**config.mk**
```make
export PLATFORM = sky130hd
export DESIGN_NAME = rst_stretch_sync
export DESIGN_NICKNAME = d
export VERILOG_FILES = /design/src/rtl/rst_stretch_pkg.sv /design/src/rtl/rst_req_sync.sv /design/src/rtl/rst_stretch_sync.sv
export SDC_FILE = /design/constraint.sdc
export NUM_CORES = 1
export LEC_CHECK = 0
export ABC_CLOCK_PERIOD_IN_PS = 2050
export CAP_MARGIN = 20
export CORE_AREA = 10 10 47 49
export CTS_BUF_LIST = sky130_fd_sc_hd__clkbuf_8 sky130_fd_sc_hd__clkbuf_16
export DETAILED_ROUTE_END_ITERATION = 7
export DIE_AREA = 0 0 57 59
export GPL_ROUTABILITY_DRIVEN = 0
export SLEW_MARGIN = 20
export SYNTH_ARGS = -nofsm -noshare
export SYNTH_HDL_FRONTEND = slang
export SYNTH_SLANG_ARGS = --single-unit
```
**constraint.sdc**
```tcl
create_clock -name clock -period 2.05 [get_ports clock]
set_input_delay 0.41 -clock clock [delete_from_list [all_inputs] [get_ports clock]]
set_output_delay 0.41 -clock clock [all_outputs]
set_load 0.01 [all_outputs]
```
**src/rtl/rst_stretch_pkg.sv**
```systemverilog
// Shared types and constants for the reset concentrator/stretcher.
// Holds the FSM state encoding, the reset-cause encoding and the
// lower bounds on the block parameters.
package rst_stretch_pkg;

    typedef enum logic {
        HOLD = 1'b0,
        RUN  = 1'b1
    } state_t;

    // Encoding 2'd3 is reserved and never produced.
    typedef enum logic [1:0] {
        CAUSE_POR = 2'd0,
        CAUSE_EXT = 2'd1,
        CAUSE_SW  = 2'd2
    } cause_t;

    localparam int MIN_SYNC_STAGES    = 2;
    localparam int MIN_STRETCH_CYCLES = 2;

endpackage

```
**src/rtl/rst_req_sync.sv**
```systemverilog
// N-stage single-bit synchronizer with asynchronous active-high clear to 0.
module rst_req_sync #(
    parameter int STAGES = 3
) (
    input  logic clock,
    input  logic clear,
    input  logic d,
    output logic q
);

    logic [STAGES-1:0] chain;

    // Shift the asynchronous input through the flop chain.
    always_ff @(posedge clock or posedge clear) begin
        if (clear) chain <= '0;
        else       chain <= {chain[STAGES-2:0], d};
    end

    assign q = chain[STAGES-1];

endmodule

```
**src/rtl/rst_stretch_sync.sv**
```systemverilog
// Reset-request concentrator and stretcher.
// Merges power-on, an asynchronous external request and a software
// handshake into one synchronously-deasserted, minimum-width reset level.
// Optional feature: define RST_STRETCH_FILTER_EN to require the
// synchronized external request to be high for two consecutive cycles.
//
// state | meaning
// HOLD  | rst_out high, stretch counter running toward STRETCH_CYCLES-1
// RUN   | rst_out low, software requests accepted
module rst_stretch_sync
    import rst_stretch_pkg::*;
#(
    parameter int SYNC_STAGES    = 3,
    parameter int STRETCH_CYCLES = 16
) (
    input  logic       clock,
    input  logic       reset,
    input  logic       req_async,
    input  logic       sw_req_valid,
    output logic       sw_req_ready,
    output logic       rst_out,
    output logic       rst_done,
    output logic [1:0] rst_cause
);

    localparam int                 CNT_W    = $clog2(STRETCH_CYCLES);
    localparam logic [CNT_W-1:0]   CNT_LAST = CNT_W'(STRETCH_CYCLES - 1);

    if (SYNC_STAGES < MIN_SYNC_STAGES) begin : g_bad_sync
        $error("rst_stretch_sync: SYNC_STAGES must be >= 2");
    end
    if (STRETCH_CYCLES < MIN_STRETCH_CYCLES) begin : g_bad_stretch
        $error("rst_stretch_sync: STRETCH_CYCLES must be >= 2");
    end

    state_t            state, state_nx;
    logic [CNT_W-1:0]  cnt, cnt_nx;
    cause_t            cause, cause_nx;
    logic              req_s;
    logic              req_hit;

    rst_req_sync #(
        .STAGES (SYNC_STAGES)
    ) u_req_sync (
        .clock (clock),
        .clear (reset),
        .d     (req_async),
        .q     (req_s)
    );

`ifdef RST_STRETCH_FILTER_EN
    logic req_s_d;

    // Delay the synchronized request one cycle so single-cycle blips can be rejected.
    always_ff @(posedge clock or posedge reset) begin
        if (reset) req_s_d <= 1'b0;
        else       req_s_d <= req_s;
    end

    assign req_hit = req_s & req_s_d;
`else
    assign req_hit = req_s;
`endif

    // State register: FSM state, stretch counter and sticky cause.
    always_ff @(posedge clock or posedge reset) begin
        if (reset) begin
            state <= HOLD;
            cnt   <= '0;
            cause <= CAUSE_POR;
        end else begin
            state <= state_nx;
            cnt   <= cnt_nx;
            cause <= cause_nx;
        end
    end

    // Next-state logic: external request always wins over software in RUN.
    always_comb begin
        state_nx = state;
        cnt_nx   = cnt;
        cause_nx = cause;
        case (state)
            HOLD: begin
                if (req_hit) begin
                    cnt_nx = '0;
                end else if (cnt == CNT_LAST) begin
                    state_nx = RUN;
                    cnt_nx   = '0;
                end else begin
                    cnt_nx = cnt + 1'b1;
                end
            end
            RUN: begin
                if (req_hit) begin
                    state_nx = HOLD;
                    cnt_nx   = '0;
                    cause_nx = CAUSE_EXT;
                end else if (sw_req_valid && sw_req_ready) begin
                    state_nx = HOLD;
                    cnt_nx   = '0;
                    cause_nx = CAUSE_SW;
                end
            end
            default: begin
                state_nx = HOLD;
                cnt_nx   = '0;
            end
        endcase
    end

    // Output decode: ready comes straight from the state flop.
    always_comb begin
        sw_req_ready = (state == RUN);
    end

    // Registered outputs so the downstream buffer never sees a combinational path.
    always_ff @(posedge clock or posedge reset) begin
        if (reset) begin
            rst_out  <= 1'b1;
            rst_done <= 1'b0;
        end else begin
            rst_out  <= (state_nx == HOLD);
            rst_done <= (state == HOLD) && (state_nx == RUN);
        end
    end

    assign rst_cause = cause;

endmodule

```
==> results of run 1 <==
==> sequential cells by signal, indices dropped and copies added, names as in the netlist <==
signal,flops
u_req_sync.chain,3
cnt,4
rst_out,1
rst_done,1
sw_req_ready,1
rst_cause,2
==> stage by stage <==
stage                     worst slack (ns)   util  hold slack [ns]
after detailed placement             0.610  0.420            0.338
after floorplan                      0.937      -            0.274
after CTS                            0.374  0.452            0.350
final                                0.385  0.452            0.349
after global placement               0.618  0.420            0.336
after global routing                 0.352  0.452            0.351
==> final timing paths <==
kind | to | slack (ns) | cells past startpoint
max | rst_out | 0.38 | 1
min | u_req_sync.chain[2] | 0.35 | 0
min in group asynchronous | sw_req_ready | 0.48 | 2
max in group asynchronous | rst_out | 1.23 | 2
max reg2reg | sw_req_ready | 0.87 | 4
min reg2reg | u_req_sync.chain[2] | 0.35 | 0
==> cell families (layout without fill, tap and decap cells) <==
logic type | count (synthesis) | in the layout | share of synthesized area
AND/OR/NAND/NOR | 15 | 15 | 0.166
AO/OA/AOI/OAI | 12 | 12 | 0.154
flip-flops | 12 | 12 | 0.607
buffers and inverters | 4 | 15 | 0.0479
adder cells (fa/ha/maj) | 1 | 1 | 0.0252
==> area by class of cell <==
cell class / count / area [um2] / area share
timing repair buffer: 9 / 87.6 / 0.138
multi-input combinational: 28 / 171 / 0.271
inverter: 2 / 7.51 / 0.0119
clock inverter: 1 / 3.75 / 0.00593
clock buffer: 3 / 41.3 / 0.0652
sequential: 12 / 302 / 0.476
tap: 16 / 20.0 / 0.0316
==> layer usage <==
layer | up-vias | track usage
met1 | 169 | 0.0583
met4 | 0 | 0.0302
met5 | - | 0
met2 | 6 | 0.0946
li1 | 171 | -
met3 | 2 | 0.0386
==> power breakdown <==
part	total (W)	switching [W]	internal (W)	leakage, nW
clock	0.000206	0.0000751	0.000131	0.0269
combinational	0.0000371	0.0000167	0.0000205	0.107
sequential	0.000261	0.0000115	0.000249	0.154
==> cell usage in the layout, fill, tap and decap left out, types with 3 or more instances in the layout <==
master           instances
a21oi_1                  4
clkbuf_8                 3
clkdlybuf4s50_1          8
dfrtp_1                 11
inv_1                    3
nand2_1                  3
nor2_1                   6
==> results.py, run 1 <==
metrics = {
    "timing": {
        "fin_crit_ns": 1.67,
        "setup_viol": 0,
        "tightest_slew_ns": 0.439,
        "max_freq_ghz": 0.601,
        "maxSlewHeadroom": 0.707,
        "rsz0062_at_grt": "no",
        "fin_skew_ns": 0.00863,
        "final.setup.tns_ns": 0,
        "hold_viol_final": 0,
        "finalCritPeriodShare": 0.812,
        "slew_viol_final": 0,
    },
    "clock_network": {
        "htreeDepth": 1,
        "cts_setup_buffers": 0,
        "cts_hold_buf": 0,
        "clk_latency_ns": 0.23,
        "postCtsResizedCells": 0,
        "root_buffer": "clkbuf_8",
        "cts.sinks": 12,
        "cts_tree": "done",
        "cts_max_path_buffers": 2,
        "numCtsBuffers": 3,
        "clk_pin_slew_ns": 0.05,
    },
    "grt": {
        "overflow": 0,
        "antenna_found_initial": 0,
        "grt_max_degree": 13,
        "grt_usage": 0.0592,
        "grt_pass1_vias": 364,
        "grt_pass1_wl_um": 1550,
    },
    "critical_path": {
        "path_cells": "clkdlybuf4s50_1",
        "crit_family": "buffers and inverters",
        "critPathRequiredTime_ns": 1.64,
        "cp_slowest_cell": "clkdlybuf4s50_1",
        "crit_arrival_ns": 1.26,
        "r2r-start": "cnt[0]",
        "critPathMaxStageDelay_ns": 0.52,
        "crit_type": "flop to output pin",
        "cp-startpoint": "rst_out",
        "end_kind": "output pin",
        "startpoint_type": "flop",
        "crit_buf_inv": 1,
        "cp_max_fo": 1,
    },
    "drt": {
        "drc_errors": 0,
        "vias": 348,
        "wl_met3_um": 66,
        "wl_met1_um": 390,
        "first_pass_iters": 4,
        "top_layer": "met4",
        "met2_length_um": 423,
        "routedWlPerCell_um": 12.5,
        "viasPerCell": 4.90,
        "antenna_left": 0,
        "drt-initial-drc-count": 3,
        "wirelength_um": 891,
    },
    "floorplanning": {
        "ios": 9,
        "start_util": 0.354,
        "fp.dieW_um": 57,
        "coreArea_um2": 1400,
        "rows": 14,
        "die_area_um2": 3360,
        "fp.dieH_um": 59,
    },
    "worst_hold_path": {
        "hp-start": "u_req_sync.chain[1]",
        "hold_class": "flop to flop",
    },
    "synth": {
        "ys_top_cells_by_count": "dfrtp_1 (11), nor2_1 (6), a21oi_1 (4)",
        "yosys.area.top_type": "dfrtp_1",
        "syn_inst": 44,
        "ys_types": 23,
        "ys_top_cells_by_area": "dfrtp_1 (55%), dfstp_2 (5.3%), nor2_1 (4.5%)",
        "async_flop_share": 1.00,
        "avgSynthCellArea_um2": 11.3,
        "synth_warnings": 0,
        "syn_area_um2": 497,
        "yosysTopAreaCellShare": 0.554,
        "synth_ff_type": "dfrtp_1",
        "yosysMostFrequentCell": "dfrtp_1",
        "seq_area_frac_synth": 0.607,
        "ys_ff_latch": 12,
        "synth_fp_nets": 49,
        "synth_edf_count": 0,
    },
    "power_and_ir_drop": {
        "power_density_nw_per_um2": 796,
        "vdd_drop_max_v": 0.000560,
        "p_total_w": 0.000504,
        "leakagePower_nw": 0.288,
    },
    "cells_and_area": {
        "synthToLayoutAreaGrowth_pct": 27.5,
        "drive_above_1_share": 0.145,
        "antenna-diode-count": 0,
        "final_cell_area_um2": 633,
        "final_nets": 61,
        "finalNonFillerCells": 71,
        "fillers": 143,
    },
    "status": {
        "status": "completed",
    },
    "run": {
        "cap_violations": 0,
    },
    "placement": {
        "port_buffers": 8,
        "placed_area_um2": 588,
        "hpwl_um": 672,
        "dp.cells": 67,
    },
}
Power figures use the tool's default switching activity.
==> inputs of run 2 (changes only) <==
--- a/config.mk
+++ b/config.mk
@@ -5,7 +5,7 @@
 export SDC_FILE = /design/constraint.sdc
 export NUM_CORES = 1
 export LEC_CHECK = 0
-export ABC_CLOCK_PERIOD_IN_PS = 2050
+export ABC_CLOCK_PERIOD_IN_PS = 1680
 export CAP_MARGIN = 20
 export CORE_AREA = 10 10 47 49
 export CTS_BUF_LIST = sky130_fd_sc_hd__clkbuf_8 sky130_fd_sc_hd__clkbuf_16
==> constraint.sdc (replaced) <==
create_clock -name clock -period 1.68 [get_ports clock]
set_input_delay 0.336 -clock clock [delete_from_list [all_inputs] [get_ports clock]]
set_output_delay 0.336 -clock clock [all_outputs]
set_load 0.01 [all_outputs]
==> run 2 against run 1 <==
Net effect: non-clock buffer count unchanged; first-iteration DRC count up 130%; total power up 35%; die area unchanged; sequential power up 22%; combinational power up 24%; global-route usage up 0.57 points; final cell count unchanged; sequential share of layout area down 0.74 points; register-to-register slack worse by 0.39 ns; critical path type unchanged; largest cell class unchanged; highest routed layer unchanged.
==> results.py, run 2 (synthesis results as in run 1) <==
metrics = {
    "floorplanning": {
        "fp.dieH_um": 59,
        "fp.dieW_um": 57,
        "start_util": 0.354,
        "ios": 9,
        "coreArea_um2": 1400,
        "rows": 14,
        "die_area_um2": 3360,
    },
    "cells_and_area": {
        "finalNonFillerCells": 71,
        "final_nets": 61,
        "register_area_um2": 302,
        "regMostFlops": "cnt",
        "fillers": 147,
        "multiInputGateArea_um2": 171,
        "largest_reg_flops": 4,
        "finish.utilization": 0.459,
        "mostFrequentLayoutCell": "dfrtp_1",
        "synthToLayoutAreaGrowth_pct": 29.5,
        "antenna-diode-count": 0,
        "final_cell_mix": "dfrtp_1 (11), clkdlybuf4s50_1 (8), nor2_1 (6), a21oi_1 (4), clkbuf_8 (4)",
        "drive_above_1_share": 0.164,
    },
    "timing": {
        "finalCritPeriodShare": 0.958,
        "setup_viol": 0,
        "fin_skew_ns": 0.00347,
        "tightest_slew_ns": 0.458,
        "hold_viol_final": 0,
        "slew_viol_final": 0,
        "fin_hold_ws_ns": 0.362,
        "fin_crit_ns": 1.61,
        "rsz0062_at_grt": "no",
        "maxSlewHeadroom": 0.694,
        "final.setup.tns_ns": 0,
        "max_freq_ghz": 0.621,
    },
    "drt": {
        "antenna_left": 0,
        "first_pass_iters": 3,
        "viasPerCell": 4.87,
        "routedWlPerCell_um": 13.1,
        "drt-initial-drc-count": 7,
        "drc_errors": 0,
        "vias": 346,
        "wirelength_um": 931,
    },
    "critical_path": {
        "end_kind": "output pin",
        "critPathRequiredTime_ns": 1.34,
        "startpoint_type": "flop",
        "crit_arrival_ns": 1.27,
        "crit_type": "flop to output pin",
        "critPathMaxStageDelay_ns": 0.52,
        "cp_slowest_cell": "clkdlybuf4s50_1",
        "crit_family": "buffers and inverters",
        "crit_buf_inv": 1,
        "cp_max_fo": 1,
        "path_cells": "clkdlybuf4s50_1",
    },
    "status": {
        "status": "completed",
    },
    "clock_network": {
        "numCtsBuffers": 3,
        "clk_latency_ns": 0.24,
        "root_buffer": "clkbuf_8",
        "cts_setup_buffers": 0,
        "postCtsResizedCells": 0,
        "htreeDepth": 1,
        "cts.sinks": 12,
        "cts_hold_buf": 0,
        "cts_max_path_buffers": 2,
        "clk_pin_slew_ns": 0.05,
        "cts_tree": "done",
    },
    "grt": {
        "grt_pass1_vias": 357,
        "grt_pass1_wl_um": 1630,
        "overflow": 0,
        "antenna_found_initial": 0,
        "grt_max_degree": 13,
        "grt_usage": 0.0649,
    },
    "placement": {
        "hpwl_um": 664,
        "port_buffers": 8,
        "dp.cells": 67,
    },
    "power_and_ir_drop": {
        "leakagePower_nw": 0.290,
        "p_total_w": 0.000678,
        "power_density_nw_per_um2": 1050,
        "vdd_drop_max_v": 0.000650,
    },
    "run": {
        "cap_violations": 0,
    },
    "worst_hold_path": {
        "hold_class": "flop to flop",
    },
}
-- run 2: cell type report --
cell class,instances,area share
clock buffers,4,0.0856
inverters,2,0.0117
multi-input cells,28,0.267
flip-flops and latches,12,0.469
well taps,16,0.0311
repair buffers,9,0.136
-- run 2: final timing paths --
kind / startpoint / end / slack, ns / cells past startpoint
max in group asynchronous: reset / rst_out / 0.93 / 2
min in group asynchronous: reset / cnt[0] / 0.41 / 2
worst max register to register: cnt[0] / cnt[1] / 0.48 / 4
worst max-delay path: rst_out / rst_out / 0.07 / 1
worst min-delay path: u_req_sync.chain[1] / u_req_sync.chain[2] / 0.36 / 0
worst min register to register: u_req_sync.chain[1] / u_req_sync.chain[2] / 0.36 / 0
-- run 2: where the power goes --
group          internal, W  total (W)  switching [W]
clock network     0.000207   0.000315       0.000107
logic            0.0000250  0.0000460      0.0000209
registers         0.000304   0.000318      0.0000140
-- run 2: metal layers --
metal | track usage | share of wire | vias to the layer above
met3 | 0.0451 | 0.086 | 4
met4 | 0.0503 | 0.029 | 0
met1 | 0.0704 | 0.45 | 159
li1 | - | - | 174
met2 | 0.0853 | 0.43 | 9
met5 | 0 | 0 | -
-- run 2: metrics by stage --
step / area, um2 / setup WS (ns)
finish: 643 / 0.0702
global route: 643 / 0.0375
CTS: 643 / 0.0577
detailed placement: 588 / 0.323
global placement: 588 / 0.323
floorplan: 497 / 0.567
